==> config.mk <==
export PLATFORM = sky130hd
export DESIGN_NAME = board_scanner
export DESIGN_NICKNAME = d
export VERILOG_FILES = /design/src/rtl/board_scanner.sv
export SDC_FILE = /design/constraint.sdc
export NUM_CORES = 1
export LEC_CHECK = 0
export ABC_AREA = 1
export BUFFER_PORTS_ARGS = -buffer_cell sky130_fd_sc_hd__buf_2
export CAP_MARGIN = 20
export CORE_UTILIZATION = 43
export CTS_CLUSTER_SIZE = 8
export DETAILED_ROUTE_END_ITERATION = 8
export PLACE_DENSITY = 0.62
export SLEW_MARGIN = 40
export SYNTH_ARGS = -nofsm -noshare
export SYNTH_HDL_FRONTEND = slang
export SYNTH_SLANG_ARGS = --single-unit
==> constraint.sdc <==
create_clock -name clk -period 14.1 [get_ports clk]
set_input_delay 0.705 -clock clk [delete_from_list [all_inputs] [get_ports clk]]
set_output_delay 0.705 -clock clk [all_outputs]
set_load 0.02 [all_outputs]
==> src/rtl/board_scanner.sv <==
// rtl/board_scanner.sv - streams a snapshotted 16-cell board plus score as valid/ready beats
//
// Purpose: on start (in IDLE) capture the board and score, emit one beat per cell
// (index + log2 exponent) and then a final score beat, and publish per-frame
// statistics (highest legal exponent, empty-cell count, malformed-cell flag)
// when the score beat is accepted.
//
// Ports:
//   clk, rst         clock, asynchronous active-high reset
//   board, score     live game state, sampled only on the capture edge
//   start            scan request, honoured only in IDLE
//   out_ready        consumer accepts the current beat
//   out_valid        beat present
//   out_index        cell index (0 on the score beat)
//   out_exp          cell exponent (0 on the score beat, 31 for malformed cells)
//   out_is_score     beat carries the score; also the last beat of the frame
//   out_score        snapshotted score on the score beat, otherwise 0
//   busy             frame in progress
//   done             one-cycle pulse after the score beat is accepted
//   max_exp          largest legal exponent of the last frame
//   empty_count      zero cells in the last frame
//   bad_cell         last frame contained a malformed cell

module board_scanner #(
  parameter int CELL_W  = 20,
  parameter int SCORE_W = 21
) (
  input  logic                 clk,
  input  logic                 rst,
  input  logic [16*CELL_W-1:0] board,
  input  logic [SCORE_W-1:0]   score,
  input  logic                 start,
  input  logic                 out_ready,
  output logic                 out_valid,
  output logic [3:0]           out_index,
  output logic [4:0]           out_exp,
  output logic                 out_is_score,
  output logic [SCORE_W-1:0]   out_score,
  output logic                 busy,
  output logic                 done,
  output logic [4:0]           max_exp,
  output logic [4:0]           empty_count,
  output logic                 bad_cell
);

  typedef enum logic [1:0] {IDLE, LOAD, TILE, SCORE} state_t;

  localparam logic [4:0] EXP_BAD = 5'd31;

  // Exponent of a tile value: 0 for empty, k for a single set bit at k >= 1,
  // EXP_BAD for the value 1 or any multi-bit value.
  function automatic logic [4:0] cell_exp(input logic [CELL_W-1:0] v);
    logic [4:0] pos;
    pos = '0;
    for (int i = 0; i < CELL_W; i++) begin
      if (v[i]) pos = 5'(i);
    end
    if (v == '0) begin
      return 5'd0;
    end else if (((v & (v - CELL_W'(1))) == '0) && (v != CELL_W'(1))) begin
      return pos;
    end else begin
      return EXP_BAD;
    end
  endfunction

  state_t               state_q, state_d;
  logic [16*CELL_W-1:0] snap_board_q, snap_board_d;
  logic [SCORE_W-1:0]   snap_score_q, snap_score_d;

  logic                 out_valid_q, out_valid_d;
  logic [3:0]           out_index_q, out_index_d;
  logic [4:0]           out_exp_q, out_exp_d;
  logic                 out_is_score_q, out_is_score_d;
  logic [SCORE_W-1:0]   out_score_q, out_score_d;

  logic [4:0]           acc_max_q, acc_max_d;
  logic [4:0]           acc_empty_q, acc_empty_d;
  logic                 acc_bad_q, acc_bad_d;

  logic                 done_q, done_d;
  logic [4:0]           max_exp_q, max_exp_d;
  logic [4:0]           empty_count_q, empty_count_d;
  logic                 bad_cell_q, bad_cell_d;

  // Cell to present next: cell 0 from LOAD, otherwise the one after the
  // current beat. Only consumed when load_cell is asserted.
  logic [3:0]           load_idx;
  logic [CELL_W-1:0]    load_val;
  logic [4:0]           load_exp;
  logic                 load_cell;
  logic                 xfer;

  assign load_idx = (state_q == LOAD) ? 4'd0 : 4'(out_index_q + 4'd1);
  assign load_val = snap_board_q[CELL_W*load_idx +: CELL_W];
  assign load_exp = cell_exp(load_val);
  assign xfer     = out_valid_q && out_ready;

  always_comb begin
    state_d        = state_q;
    snap_board_d   = snap_board_q;
    snap_score_d   = snap_score_q;
    out_valid_d    = out_valid_q;
    out_index_d    = out_index_q;
    out_exp_d      = out_exp_q;
    out_is_score_d = out_is_score_q;
    out_score_d    = out_score_q;
    acc_max_d      = acc_max_q;
    acc_empty_d    = acc_empty_q;
    acc_bad_d      = acc_bad_q;
    done_d         = 1'b0;
    max_exp_d      = max_exp_q;
    empty_count_d  = empty_count_q;
    bad_cell_d     = bad_cell_q;
    load_cell      = 1'b0;

    case (state_q)
      IDLE: begin
        if (start) begin
          snap_board_d = board;
          snap_score_d = score;
          acc_max_d    = '0;
          acc_empty_d  = '0;
          acc_bad_d    = 1'b0;
          state_d      = LOAD;
        end
      end
      LOAD: begin
        load_cell = 1'b1;
        state_d   = TILE;
      end
      TILE: begin
        if (xfer) begin
          if (out_index_q == 4'd15) begin
            out_index_d    = '0;
            out_exp_d      = '0;
            out_is_score_d = 1'b1;
            out_score_d    = snap_score_q;
            state_d        = SCORE;
          end else begin
            load_cell = 1'b1;
          end
        end
      end
      SCORE: begin
        if (xfer) begin
          out_valid_d    = 1'b0;
          out_is_score_d = 1'b0;
          out_score_d    = '0;
          max_exp_d      = acc_max_q;
          empty_count_d  = acc_empty_q;
          bad_cell_d     = acc_bad_q;
          done_d         = 1'b1;
          state_d        = IDLE;
        end
      end
      default: state_d = IDLE;
    endcase

    // Statistics accumulate as each cell beat is loaded into the output stage.
    if (load_cell) begin
      out_valid_d    = 1'b1;
      out_index_d    = load_idx;
      out_exp_d      = load_exp;
      out_is_score_d = 1'b0;
      out_score_d    = '0;
      if (load_exp == 5'd0) begin
        acc_empty_d = acc_empty_q + 5'd1;
      end else if (load_exp == EXP_BAD) begin
        acc_bad_d = 1'b1;
      end else if (load_exp > acc_max_q) begin
        acc_max_d = load_exp;
      end
    end
  end

  always_ff @(posedge clk or posedge rst) begin
    if (rst) begin
      state_q        <= IDLE;
      snap_board_q   <= '0;
      snap_score_q   <= '0;
      out_valid_q    <= 1'b0;
      out_index_q    <= '0;
      out_exp_q      <= '0;
      out_is_score_q <= 1'b0;
      out_score_q    <= '0;
      acc_max_q      <= '0;
      acc_empty_q    <= '0;
      acc_bad_q      <= 1'b0;
      done_q         <= 1'b0;
      max_exp_q      <= '0;
      empty_count_q  <= '0;
      bad_cell_q     <= 1'b0;
    end else begin
      state_q        <= state_d;
      snap_board_q   <= snap_board_d;
      snap_score_q   <= snap_score_d;
      out_valid_q    <= out_valid_d;
      out_index_q    <= out_index_d;
      out_exp_q      <= out_exp_d;
      out_is_score_q <= out_is_score_d;
      out_score_q    <= out_score_d;
      acc_max_q      <= acc_max_d;
      acc_empty_q    <= acc_empty_d;
      acc_bad_q      <= acc_bad_d;
      done_q         <= done_d;
      max_exp_q      <= max_exp_d;
      empty_count_q  <= empty_count_d;
      bad_cell_q     <= bad_cell_d;
    end
  end

  assign out_valid    = out_valid_q;
  assign out_index    = out_index_q;
  assign out_exp      = out_exp_q;
  assign out_is_score = out_is_score_q;
  assign out_score    = out_score_q;
  assign busy         = (state_q != IDLE);
  assign done         = done_q;
  assign max_exp      = max_exp_q;
  assign empty_count  = empty_count_q;
  assign bad_cell     = bad_cell_q;

endmodule

==> results of run 1 <==
==> routing by layer <==
| layer | track usage (%) | part of all wire, % |
|---|---|---|
| met5 | 0 | 0.022 |
| met4 | 12.1 | 4.0 |
| met3 | 4.39 | 5.4 |
| met2 | 43.6 | 47 |
| met1 | 35.8 | 44 |
==> critical path: cells and delay by family, from the launching register on <==
family	cells	cell delay, ps
simple gates	20	2740
flops	1	850
buf+inv	3	820
compound gates	3	670
fa+ha+maj	2	660
==> cell families after synthesis <==
logic type	count (synthesis)	share of synthesized area [%]
AOI/OAI and AO/OA	420	12.3
xor gates and xnor gates	3	0.139
adders and majority gates	12	0.794
buffers and inverters	382	8.38
DFF	398	52.7
and+or+nand+nor	1214	25.7
==> flip-flops by register name, summed over array words and instances (netlist names), 2 cells and up <==
register	flops
out_exp	5
acc_max_q	5
out_score	21
snap_board_q	320
snap_score_q	21
state_q	2
empty_count	5
max_exp	5
acc_empty_q	5
out_index	4
==> synth_stat cells, types with 4 or more instances <==
library cell and number:
nor2_1 106, o21ai_0 231, ha_1 12, buf_4 13, buf_1 4, o211ai_1 64
buf_6 7, nor2_4 6, a21oi_1 45, nand2_2 7, dfrtp_1 398, inv_2 7
nand3_1 140, o21ai_1 45, nor2_2 4, inv_1 226, nand2_1 942, clkbuf_1 87
buf_2 35, o22ai_1 24
==> worst max-delay path by stage <==
stage / start / end / cells after the start
floorplan: rst / acc_bad_q$_DFF_PP0_ / 1
global placement: out_index[0]$_DFFE_PP0P_ / acc_max_q[4]$_DFF_PP0_ / 31
detailed placement: out_index[0]$_DFFE_PP0P_ / acc_max_q[4]$_DFF_PP0_ / 31
CTS: out_index[0]$_DFFE_PP0P_ / acc_max_q[4]$_DFF_PP0_ / 29
global route: out_index[0]$_DFFE_PP0P_ / acc_max_q[3]$_DFF_PP0_ / 28
finish: out_index[0]$_DFFE_PP0P_ / acc_max_q[1]$_DFF_PP0_ / 28
==> per-stage QoR <==
stage	utilization [%]	area, sq um
detailed placement	48.9	21200
CTS	52.2	22600
finish	52.3	22600
global placement	48.7	21100
global route	52.3	22600
floorplan	-	18900
==> power breakdown <==
group          leakage [nW]  internal (mW)  total [mW]  switching [mW]
Clock                 0.704          0.692        1.17           0.474
Combinational          6.84         0.0349      0.0792          0.0443
Sequential             4.69           1.14        1.14               0
Total                  12.2           1.87        2.39           0.519
==> placed cells by master (no fill, tap or decap), types with 45 or more instances in the layout <==
cell	n
nand2_1	941
dfrtp_1	398
buf_2	389
o21ai_0	231
inv_1	225
nand3_1	139
nor2_1	104
o211ai_1	64
clkbuf_16	56
o21ai_1	45
a21oi_1	45
==> final cells by class <==
cell class,instances,share of cell area (%)
Sequential cell,398,44.0
Multi-Input combinational cell,1649,32.7
Timing Repair Buffer,410,9.68
Clock buffer,58,6.22
Inverter,236,4.06
Tap cell,585,3.23
Clock inverter,2,0.111
Antenna cell,1,0.0111
==> metrics.md, run 1 <==
| Metric | Value |
|---|---|
| Filler Cells Inserted | `4210` |
| Post-synth EDFFs | `0` |
| Die Width | `212 um` |
| RSZ-0062 raised after global routing | `false` |
| Non-Filler Instances | `3339` |
| FMAX | `168 MHz` |
| Area taken by flip-flops and latches | `9960 sq um` |
| HPWL Detailed | `42000 um` |
| R2r setup slk | `8140 ps` |
| Multi-input logic area | `7400 sq um` |
| Yosys warning count | `0` |
| Critical Path End Type | `register` |
| Initial DRC count | `1237` |
| First-pass GRT wire length | `92800 um` |
| Largest cells by area after synthesis | `dfrtp_1 (53%), nand2_1 (19%), o21ai_0 (6.1%), inv_1 (4.5%), nand3_1 (3.7%)` |
| Critical path launch point type | `register` |
| Reg2reg end | `acc_max_q[1]$_DFF_PP0_` |
| Total setup buffers inserted after CTS | `0` |
| Largest incremental delay on the critical path | `850 ps` |
| Clock latency on the worst-skew pair | `600 ps` |
| Share of the synthesized area in the top cell type | `52.7%` |
| Worst r2r path cells | `28` |
| Initial core utilization | `43.7%` |
| Longest Clk Path Bufs | `3` |
| WHS | `202 ps` |
| Port Buffer Count | `389` |
| CTS Sinks | `398` |
| Final setup margin | `8140 ps` |
| Final hold vios | `0` |
| Part of the cycle the worst path needs | `42.3%` |
| HP Class | `input port to async pin` |
| IR drop worst, VDD | `0.0763 mV` |
| Minimum clock period | `5960 ps` |
| Layout net count | `3107` |
| Place WS | `8230 ps` |
| Reg2reg start | `out_index[0]$_DFFE_PP0P_` |
| Net Count, Synth | `2786` |
| Tot Pwr | `2.39 mW` |
| Post-Synthesis Cells | `2429` |
| Row count | `76` |
| Final estimated routing congestion in global placement | `0.887` |
| CTS resizes | `0` |
| Antenna Nets Post-Route | `0` |
| Post-synthesis sequential area ratio | `52.7%` |
| Drt first pass iters | `6` |
| Post-DR vias/cell | `5.13` |
| Die footprint | `44800 sq um` |
| Max-cap violations | `0` |
| Final setup fails | `0` |
| Share of cells above drive strength 1 | `18.4%` |
| Final wirelength | `60200 um` |
| Largest net degree at the start of global routing | `197` |
| Post-synth ARST share | `100%` |
| Ys flop type | `dfrtp_1` |
| Worst slew pin tran | `813 ps` |
| Critical path required time | `14590 ps` |
| Aggregate global routing overflow | `0` |
| Synthesis-stage register bit count | `398` |
| P per Cell Area | `106 nW/um^2` |
| Cts bufs inserted | `55` |
| Hold buffer count at CTS | `0` |
| CP dominant cell by count | `nand2_1` |
| Vias in the first global route | `16700` |
| Area Overhead vs Synth | `19.7%` |
| DR DRC count | `0` |
| Critical path's slowest cell | `dfrtp_1` |
| WL/cell | `18.0 um` |
| Setup TNS Final | `0 ps` |
| Final Max Tran Viols | `0` |
| Cell variety after synth | `39` |
| Status | `finished clean` |
| Routed vias | `17100` |
| Critical Path Fanout Max | `76` |
| Core ar. | `43300 sq um` |
| Die Y | `212 um` |
| Yosys top cell by area | `dfrtp_1` |
| Cell count after placement | `3277` |
| H-tree depth | `2` |
| Slew HR | `45.8%` |
| Initial antenna violation count | `2` |
| Worst Setup Path Type | `register to register` |
| I/O Pins | `390` |
| GRT Overall Usage | `27.0%` |
| CTS root buf | `clkbuf_16` |
| Syn Area/Cell | `7.78 sq um` |
| Clock Pin Slew Worst Setup and Hold Paths | `60 ps` |
| Final Skew | `23.6 ps` |
| Netlist Area Pre-Place | `18900 sq um` |
| Crit path DAT | `6450 ps` |
| CTS tree | `yes` |
| Leakage power | `12.2 nW` |
(Power assumes the default switching activity.)
==> inputs of run 2 (changes only) <==
ABC_AREA = 0   (was 1)
clock period = 5.9 ns   (was 14.1 ns; I/O delays follow)
==> metrics.md, run 2 <==
| Metric | Value |
|---|---|
| Placed cell area | `21500 sq um (was 21200 sq um)` |
| Critical path's slowest cell | `dfrtp_4 (was dfrtp_1)` |
| Ys flop type | `dfrtp_1 (unchanged)` |
| Slew HR | `43.5% (was 45.8%)` |
| Core ar. | `43000 sq um (was 43300 sq um)` |
| Clock Pin Slew Worst Setup and Hold Paths | `50 ps (was 60 ps)` |
| Row count | `76 (unchanged)` |
| CTS Sinks | `398 (unchanged)` |
| Final setup margin | `428 ps (was 8140 ps)` |
| Crit path DAT | `5940 ps (was 6450 ps)` |
| Critical Path Fanout Max | `9 (was 76)` |
| HPWL Detailed | `40200 um (was 42000 um)` |
| Largest Register | `snap_board_q (unchanged)` |
| Worst slew pin tran | `848 ps (was 813 ps)` |
| Buf/Inv on CP | `3 (unchanged)` |
| Share of cells above drive strength 1 | `43.3% (was 18.4%)` |
| Setup crit start | `out_index[0]$_DFFE_PP0P_ (unchanged)` |
| Aggregate global routing overflow | `0 (unchanged)` |
| Yosys top cell by area | `dfrtp_1 (unchanged)` |
| Initial core utilization | `43.5% (was 43.7%)` |
| Routed vias | `15000 (was 17100)` |
| P per Cell Area | `579 nW/um^2 (was 106 nW/um^2)` |
| Place WS | `115 ps (was 8230 ps)` |
| Die footprint | `44400 sq um (was 44800 sq um)` |
| Final Max Tran Viols | `0 (unchanged)` |
| Filler Cells Inserted | `3366 (was 4210)` |
| DR DRC count | `0 (unchanged)` |
| Clock latency on the worst-skew pair | `600 ps (about the same)` |
| Worst r2r path cells | `23 (was 28)` |
| Finished layout cell area | `26600 sq um (was 22600 sq um)` |
| Most frequent cells in the layout | `dfrtp_1 (397), mux2_2 (392), buf_2 (389) (was nand2_1 (941), dfrtp_1 (398), buf_2 (389))` |
| Longest Clk Path Bufs | `3 (unchanged)` |
| Port Buffer Count | `389 (unchanged)` |
| RSZ-0062 raised after global routing | `false (unchanged)` |
| Minimum clock period | `5470 ps (was 5960 ps)` |
| Final hold vios | `0 (unchanged)` |
| R2r setup slk | `430 ps (was 8140 ps)` |
| Tot Pwr | `15.4 mW (was 2.39 mW)` |
| Final estimated routing congestion in global placement | `0.866 (was 0.887)` |
| Largest cells by area after synthesis | `dfrtp_1 (53%), mux2_2 (24%), mux2i_1 (3.3%), a22o_1 (1.5%), a22oi_1 (1.3%) (was dfrtp_1 (53%), nand2_1 (19%), o21ai_0 (6.1%), inv_1 (4.5%), nand3_1 (3.7%))` |
| GRT Overall Usage | `27.6% (was 27.0%)` |
| Worst Setup Path Type | `register to register (unchanged)` |
| IR drop worst, VDD | `0.301 mV (was 0.0763 mV)` |
| Final Skew | `15.2 ps (was 23.6 ps)` |
| Leakage power | `12.1 nW (was 12.2 nW)` |
| Largest incremental delay on the critical path | `530 ps (was 850 ps)` |
| Largest net degree at the start of global routing | `160 (was 197)` |
| H-tree depth | `2 (unchanged)` |
| Largest register FFs | `320 (unchanged)` |
| Cell variety after synth | `88 (was 39)` |
| Post-synthesis sequential area ratio | `53.2% (was 52.7%)` |
| Post-Route Utilization | `61.8% (was 52.3%)` |
| HP Class | `input port to register (was input port to async pin)` |
| Die Y | `211 um (was 212 um)` |
| Initial antenna violation count | `2 (unchanged)` |
| Post-synth ARST share | `100% (unchanged)` |
| Drt first pass iters | `5 (was 6)` |
| First-pass GRT wire length | `93600 um (was 92800 um)` |
| Net Count, Synth | `1774 (was 2786)` |
| Area Overhead vs Synth | `41.9% (was 19.7%)` |
| Most common cell after layout, fill and taps aside | `dfrtp_1 (was nand2_1)` |
| Syn Area/Cell | `13.2 sq um (was 7.78 sq um)` |
| Part of the cycle the worst path needs | `92.8% (was 42.3%)` |
| Top cells by count, synth | `dfrtp_1 (398), mux2_2 (393), mux2i_1 (61) (was nand2_1 (942), dfrtp_1 (398), o21ai_0 (231))` |
| Final wirelength | `61800 um (was 60200 um)` |
| Critical path required time | `6370 ps (was 14590 ps)` |
| CTS root buf | `clkbuf_16 (unchanged)` |
| Final setup fails | `0 (unchanged)` |
| Top-count cell post-synth | `dfrtp_1 (was nand2_1)` |
| Critical path launch point type | `register (unchanged)` |
| I/O Pins | `390 (unchanged)` |
| Worst Hold Path Cells | `3` |
| Synthesis-stage register bit count | `398 (unchanged)` |
| Post-DR vias/cell | `5.44 (was 5.13)` |
| Cts bufs inserted | `55 (unchanged)` |
| Post-synth EDFFs | `0 (unchanged)` |
| Reg2reg end | `acc_max_q[2]$_DFF_PP0_ (was acc_max_q[1]$_DFF_PP0_)` |
| WL/cell | `22.4 um (was 18.0 um)` |
| Netlist Area Pre-Place | `18700 sq um (was 18900 sq um)` |
| Critical path cell sequence | `ha_4 > nor2_4 > buf_4 > buf_4 > a22oi_1 > o221ai_1 > a21oi_1 > a22oi_1 > nor2_1 > nand3_2 > o21bai_1 > nand4b_4 > nor3b_4 > inv_1 > ha_1 > nor2b_1 > o21ai_0 > nand2b_1 > a21oi_1 > nor2b_1 > o221ai_1 > nor3_4 > mux2_2` |
| Status | `finished clean (unchanged)` |
| Yosys warning count | `0 (unchanged)` |
| Max-cap violations | `0 (unchanged)` |
| Die Width | `211 um (was 212 um)` |
| Setup TNS Final | `0 ps (unchanged)` |
| Initial DRC count | `1001 (was 1237)` |
| Share of the synthesized area in the top cell type | `53.2% (was 52.7%)` |
| Critical hold path startpoint | `start` |
| Layout net count | `2526 (was 3107)` |
| Reg2reg start | `out_index[0]$_DFFE_PP0P_ (unchanged)` |
| Antenna Nets Post-Route | `0 (unchanged)` |
| CTS tree | `yes (unchanged)` |
| FMAX | `183 MHz (was 168 MHz)` |
| Top cell family by delay on the critical path | `compound AO/OA/AOI/OAI gates (was simple AND/OR/NAND/NOR gates)` |
| Critical Path End Type | `register (unchanged)` |
| Post-Synthesis Cells | `1417 (was 2429)` |
| Vias in the first global route | `16200 (was 16700)` |
| Worst hold endpoint | `acc_max_q[2]$_DFF_PP0_` |
[run 2: worst register-to-register path, delay by kind of cell, from the launching register on]
kind / cells / cell delay [ps]
compound gates: 8 / 1680
simple gates: 9 / 1650
fa+ha+maj: 2 / 670
flops: 1 / 530
buf+inv: 3 / 440
mux: 1 / 370
[run 2: layer usage]
metal  wire length, um  vias up  GRT usage [%]  part of all wire, %
li1                  -     6784              -                    -
met1             25800     7576           35.0                   42
met2             30700      506           46.5                   50
met3              2830      150           4.30                  4.6
met4              2470        0           12.6                  4.0
met5                 0        -              0                    0
[run 2: final cells by class]
| class | instances | area, sq um | area share, % |
|---|---|---|---|
| Sequential cell | 398 | 9960 | 37.5 |
| Multi-Input combinational cell | 905 | 8330 | 31.4 |
| Antenna cell | 2 | 5.00 | 0.0188 |
| Tap cell | 585 | 732 | 2.76 |
| Clock inverter | 2 | 25.0 | 0.0942 |
| Timing Repair Buffer | 789 | 6010 | 22.6 |
| Inverter | 20 | 78.8 | 0.297 |
| Clock buffer | 58 | 1410 | 5.30 |
[run 2: report_power, final]
group	internal, mW	leakage, nW	switching (mW)
Clock	1.65	0.704	1.13
Sequential	4.07	4.78	0.767
Combinational	3.61	6.61	4.15
[run 2: metrics by stage]
stage,cells,hold slack (ps)
after floorplan,1417,435
after global placement,2345,270
after detailed placement,2347,267
after CTS,2749,160
after global routing,2759,204
final,2759,199
[run 2: worst max path at each step]
stage | end | cells after the start
after global placement | acc_max_q[4]$_DFF_PP0_ | 22
after floorplan | acc_bad_q$_DFF_PP0_ | 1
after CTS | acc_max_q[4]$_DFF_PP0_ | 22
after detailed placement | acc_max_q[4]$_DFF_PP0_ | 22
after global routing | acc_max_q[3]$_DFF_PP0_ | 22
final | acc_max_q[2]$_DFF_PP0_ | 23
[run 2: cell families after synthesis]
family                   share of synthesized area, %
buffers and inverters                            2.88
flip-flops                                       53.2
multiplexers                                     27.9
AO/OA/AOI/OAI                                    10.6
XOR/XNOR                                        0.181
adder cells (fa/ha/maj)                         0.802
AND/OR/NAND/NOR                                  4.43
[run 2: what timing repair did]
| item | CTS | global route |
|---|---|---|
| endpoints found under the setup margin | 0 | 5 |
| hold buffers | 342 | 0 |
| buffers inserted | 0 | 5 |
| hold endpoints to repair | 351 | 0 |
| gates resized for setup | 0 | 14 |
==> inputs of run 3 (changes only) <==
REMOVE_ABC_BUFFERS = 1   (was not set)
==> metrics.md, run 3 (synthesis gave the netlist of run 2 again) <==
| Metric | Value |
|---|---|
| Core ar. | `43000 sq um (unchanged)` |
| Worst r2r path cells | `24 (was 23)` |
| Critical Path Fanout Max | `15 (was 9)` |
| Drt first pass iters | `5 (unchanged)` |
| Critical path launch point type | `register (unchanged)` |
| Layout net count | `2526 (unchanged)` |
| Largest incremental delay on the critical path | `690 ps (was 530 ps)` |
| CTS tree | `yes (unchanged)` |
| Row count | `76 (unchanged)` |
| Critical path's slowest cell | `nor2_1 (was dfrtp_4)` |
| DR DRC count | `0 (unchanged)` |
| Share of cells above drive strength 1 | `43.5% (was 43.3%)` |
| Clock latency on the worst-skew pair | `600 ps (about the same)` |
| I/O Pins | `390 (unchanged)` |
| Largest net degree at the start of global routing | `156 (was 160)` |
| Worst slew pin tran | `869 ps (was 848 ps)` |
| Largest Register | `snap_board_q (unchanged)` |
| Final Skew | `17.9 ps (was 15.2 ps)` |
| Port Buffer Count | `389 (unchanged)` |
| H-tree depth | `2 (unchanged)` |
| Status | `finished clean (unchanged)` |
| HPWL Detailed | `40200 um (about the same)` |
| Die Y | `211 um (unchanged)` |
| Top cell family by delay on the critical path | `simple AND/OR/NAND/NOR gates (was compound AO/OA/AOI/OAI gates)` |
| Clock Pin Slew Worst Setup and Hold Paths | `60 ps (was 50 ps)` |
| Leakage power | `12.1 nW (about the same)` |
| Die footprint | `44400 sq um (unchanged)` |
| Most frequent cells in the layout | `dfrtp_1 (397), mux2_2 (393), buf_2 (389) (was dfrtp_1 (397), mux2_2 (392), buf_2 (389))` |
| Aggregate global routing overflow | `0 (unchanged)` |
| Initial DRC count | `992 (was 1001)` |
| Largest register FFs | `320 (unchanged)` |
| Most common cell after layout, fill and taps aside | `dfrtp_1 (unchanged)` |
| Place WS | `34.0 ps (was 115 ps)` |
| Longest Clk Path Bufs | `3 (unchanged)` |
| R2r setup slk | `400 ps (was 430 ps)` |
| Reg2reg end | `acc_max_q[4]$_DFF_PP0_ (was acc_max_q[2]$_DFF_PP0_)` |
| CTS Sinks | `398 (unchanged)` |
| Final Max Tran Viols | `0 (unchanged)` |
| Final estimated routing congestion in global placement | `0.924 (was 0.866)` |
| Worst Hold Path Cells | `3 (unchanged)` |
| Area Overhead vs Synth | `42.0% (was 41.9%)` |
| RSZ-0062 raised after global routing | `false (unchanged)` |
| Critical hold path startpoint | `start (unchanged)` |
| WL/cell | `21.7 um (was 22.4 um)` |
| Final setup margin | `403 ps (was 428 ps)` |
| Worst Setup Path Type | `register to register (unchanged)` |
| Final wirelength | `60000 um (was 61800 um)` |
| Reg2reg start | `state_q[1]$_DFFE_PP0P_ (was out_index[0]$_DFFE_PP0P_)` |
| Antenna Nets Post-Route | `0 (unchanged)` |
| Critical path required time | `6390 ps (was 6370 ps)` |
| Final hold vios | `0 (unchanged)` |
| First-pass GRT wire length | `92600 um (was 93600 um)` |
| Crit path DAT | `5990 ps (was 5940 ps)` |
| Critical Path End Type | `register (unchanged)` |
| IR drop worst, VDD | `0.301 mV (about the same)` |
| Post-DR vias/cell | `5.33 (was 5.44)` |
| Minimum clock period | `5500 ps (was 5470 ps)` |
| Initial antenna violation count | `6 (was 2)` |
| P per Cell Area | `581 nW/um^2 (was 579 nW/um^2)` |
| Filler Cells Inserted | `3365 (was 3366)` |
| Final setup fails | `0 (unchanged)` |
| GRT Overall Usage | `27.2% (was 27.6%)` |
| Cts bufs inserted | `56 (was 55)` |
| Max-cap violations | `0 (unchanged)` |
| Part of the cycle the worst path needs | `93.2% (was 92.8%)` |
| Worst hold endpoint | `acc_max_q[3]$_DFF_PP0_ (was acc_max_q[2]$_DFF_PP0_)` |
| CTS root buf | `clkbuf_16 (unchanged)` |
| Vias in the first global route | `16000 (was 16200)` |
| Critical path cell sequence | `inv_1 > ha_4 > buf_4 > nor2_1 > a22oi_1 > mux4_2 > nand2_1 > o22ai_1 > buf_4 > nand4bb_1 > nor4_1 > nor4_2 > nand4b_4 > nor3b_4 > inv_1 > ha_1 > nor2b_1 > o21ai_0 > nand2b_1 > a21oi_1 > nor2b_1 > o221ai_2 > or3b_1 > a32o_1 (was ha_4 > nor2_4 > buf_4 > buf_4 > a22oi_1 > o221ai_1 > a21oi_1 > a22oi_1 > nor2_1 > nand3_2 > o21bai_1 > nand4b_4 > nor3b_4 > inv_1 > ha_1 > nor2b_1 > o21ai_0 > nand2b_1 > a21oi_1 > nor2b_1 > o221ai_1 > nor3_4 > mux2_2)` |
| WHS | `172 ps (was 199 ps)` |
| Buf/Inv on CP | `4 (was 3)` |
| Routed vias | `14700 (was 15000)` |
| Die Width | `211 um (unchanged)` |
| FMAX | `182 MHz (was 183 MHz)` |
| Initial core utilization | `43.5% (unchanged)` |
| HP Class | `input port to register (unchanged)` |
| Slew HR | `41.9% (was 43.5%)` |
==> run 3: cell count changes in the layout (fill, tap and decap cells not counted), sizes merged <==
cell | previous run | this run
clkinv | 1 | 3
clkbuf | 59 | 62
diode | 2 | 6
clkinvlp | 1 | 0
==> run 3: power breakdown <==
group	total, mW	switching [mW]	internal (mW)
combinational	7.71	4.14	3.57
sequential	4.84	0.770	4.07
clock	2.87	1.14	1.73
total	15.4	6.05	9.37
==> run 3: area by class of cell <==
class	count	area, sq um	area share (%)
Inverter	20	87.6	0.330
Clock inverter	3	26.3	0.0989
Antenna cell	6	15.0	0.0565
Tap cell	585	732	2.76
Sequential cell	398	9960	37.5
Timing Repair Buffer	788	5930	22.3
Clock buffer	62	1480	5.56
Multi-Input combinational cell	905	8330	31.4
==> run 3: how the worst max path moves through the flow <==
stage	from	cells past startpoint	to	slack, ps
final	state_q[1]$_DFFE_PP0P_	24	acc_max_q[4]$_DFF_PP0_	400
after global routing	out_index[0]$_DFFE_PP0P_	23	acc_max_q[4]$_DFF_PP0_	50
after CTS	out_index[0]$_DFFE_PP0P_	21	acc_max_q[4]$_DFF_PP0_	10
after detailed placement	out_index[0]$_DFFE_PP0P_	21	acc_max_q[4]$_DFF_PP0_	30
after global placement	out_index[0]$_DFFE_PP0P_	21	acc_max_q[4]$_DFF_PP0_	20
after floorplan	rst	1	acc_bad_q$_DFF_PP0_	-5460
==> run 3: routing by layer <==
layer | track usage [%] | wire length, um | vias to the layer above
met5 | 0 | 8 | -
met4 | 7.05 | 1160 | 2
met3 | 5.00 | 2990 | 85
met2 | 47.3 | 30400 | 432
met1 | 34.8 | 25400 | 7430
li1 | - | - | 6793
==> run 3: worst register-to-register path, delay by kind of cell, from the launching register on <==
family / cells / cell delay, ps
adders and majority gates: 2 / 520
DFF: 1 / 410
AOI/OAI and AO/OA: 6 / 840
muxes: 1 / 510
and+or+nand+nor: 11 / 2510
buffers and inverters: 4 / 610
==> run 3: repair_timing <==
| action | 4_1_cts | 5_1_grt |
|---|---|---|
| hold buffers | 342 | 0 |
| hold endpoints to repair | 474 | 0 |
| resized for setup | 0 | 14 |
| endpoints found under the setup margin | 0 | 5 |
| buffers inserted | 0 | 9 |
==> run 3: metrics by stage <==
stage	TNS (ps)	instance area (sq um)	power [mW]	util, %	std cells
6_report	0	26600	15.4	61.8	2767
5_1_grt	0	26600	16.3	61.8	2766
4_1_cts	0	26400	15.3	61.4	2751
3_5_place_dp	0	21500	12.2	49.9	2344
3_3_place_gp	0	21400	12.0	49.8	2342
2_1_floorplan	-3288960	18200	10.1	-	1323
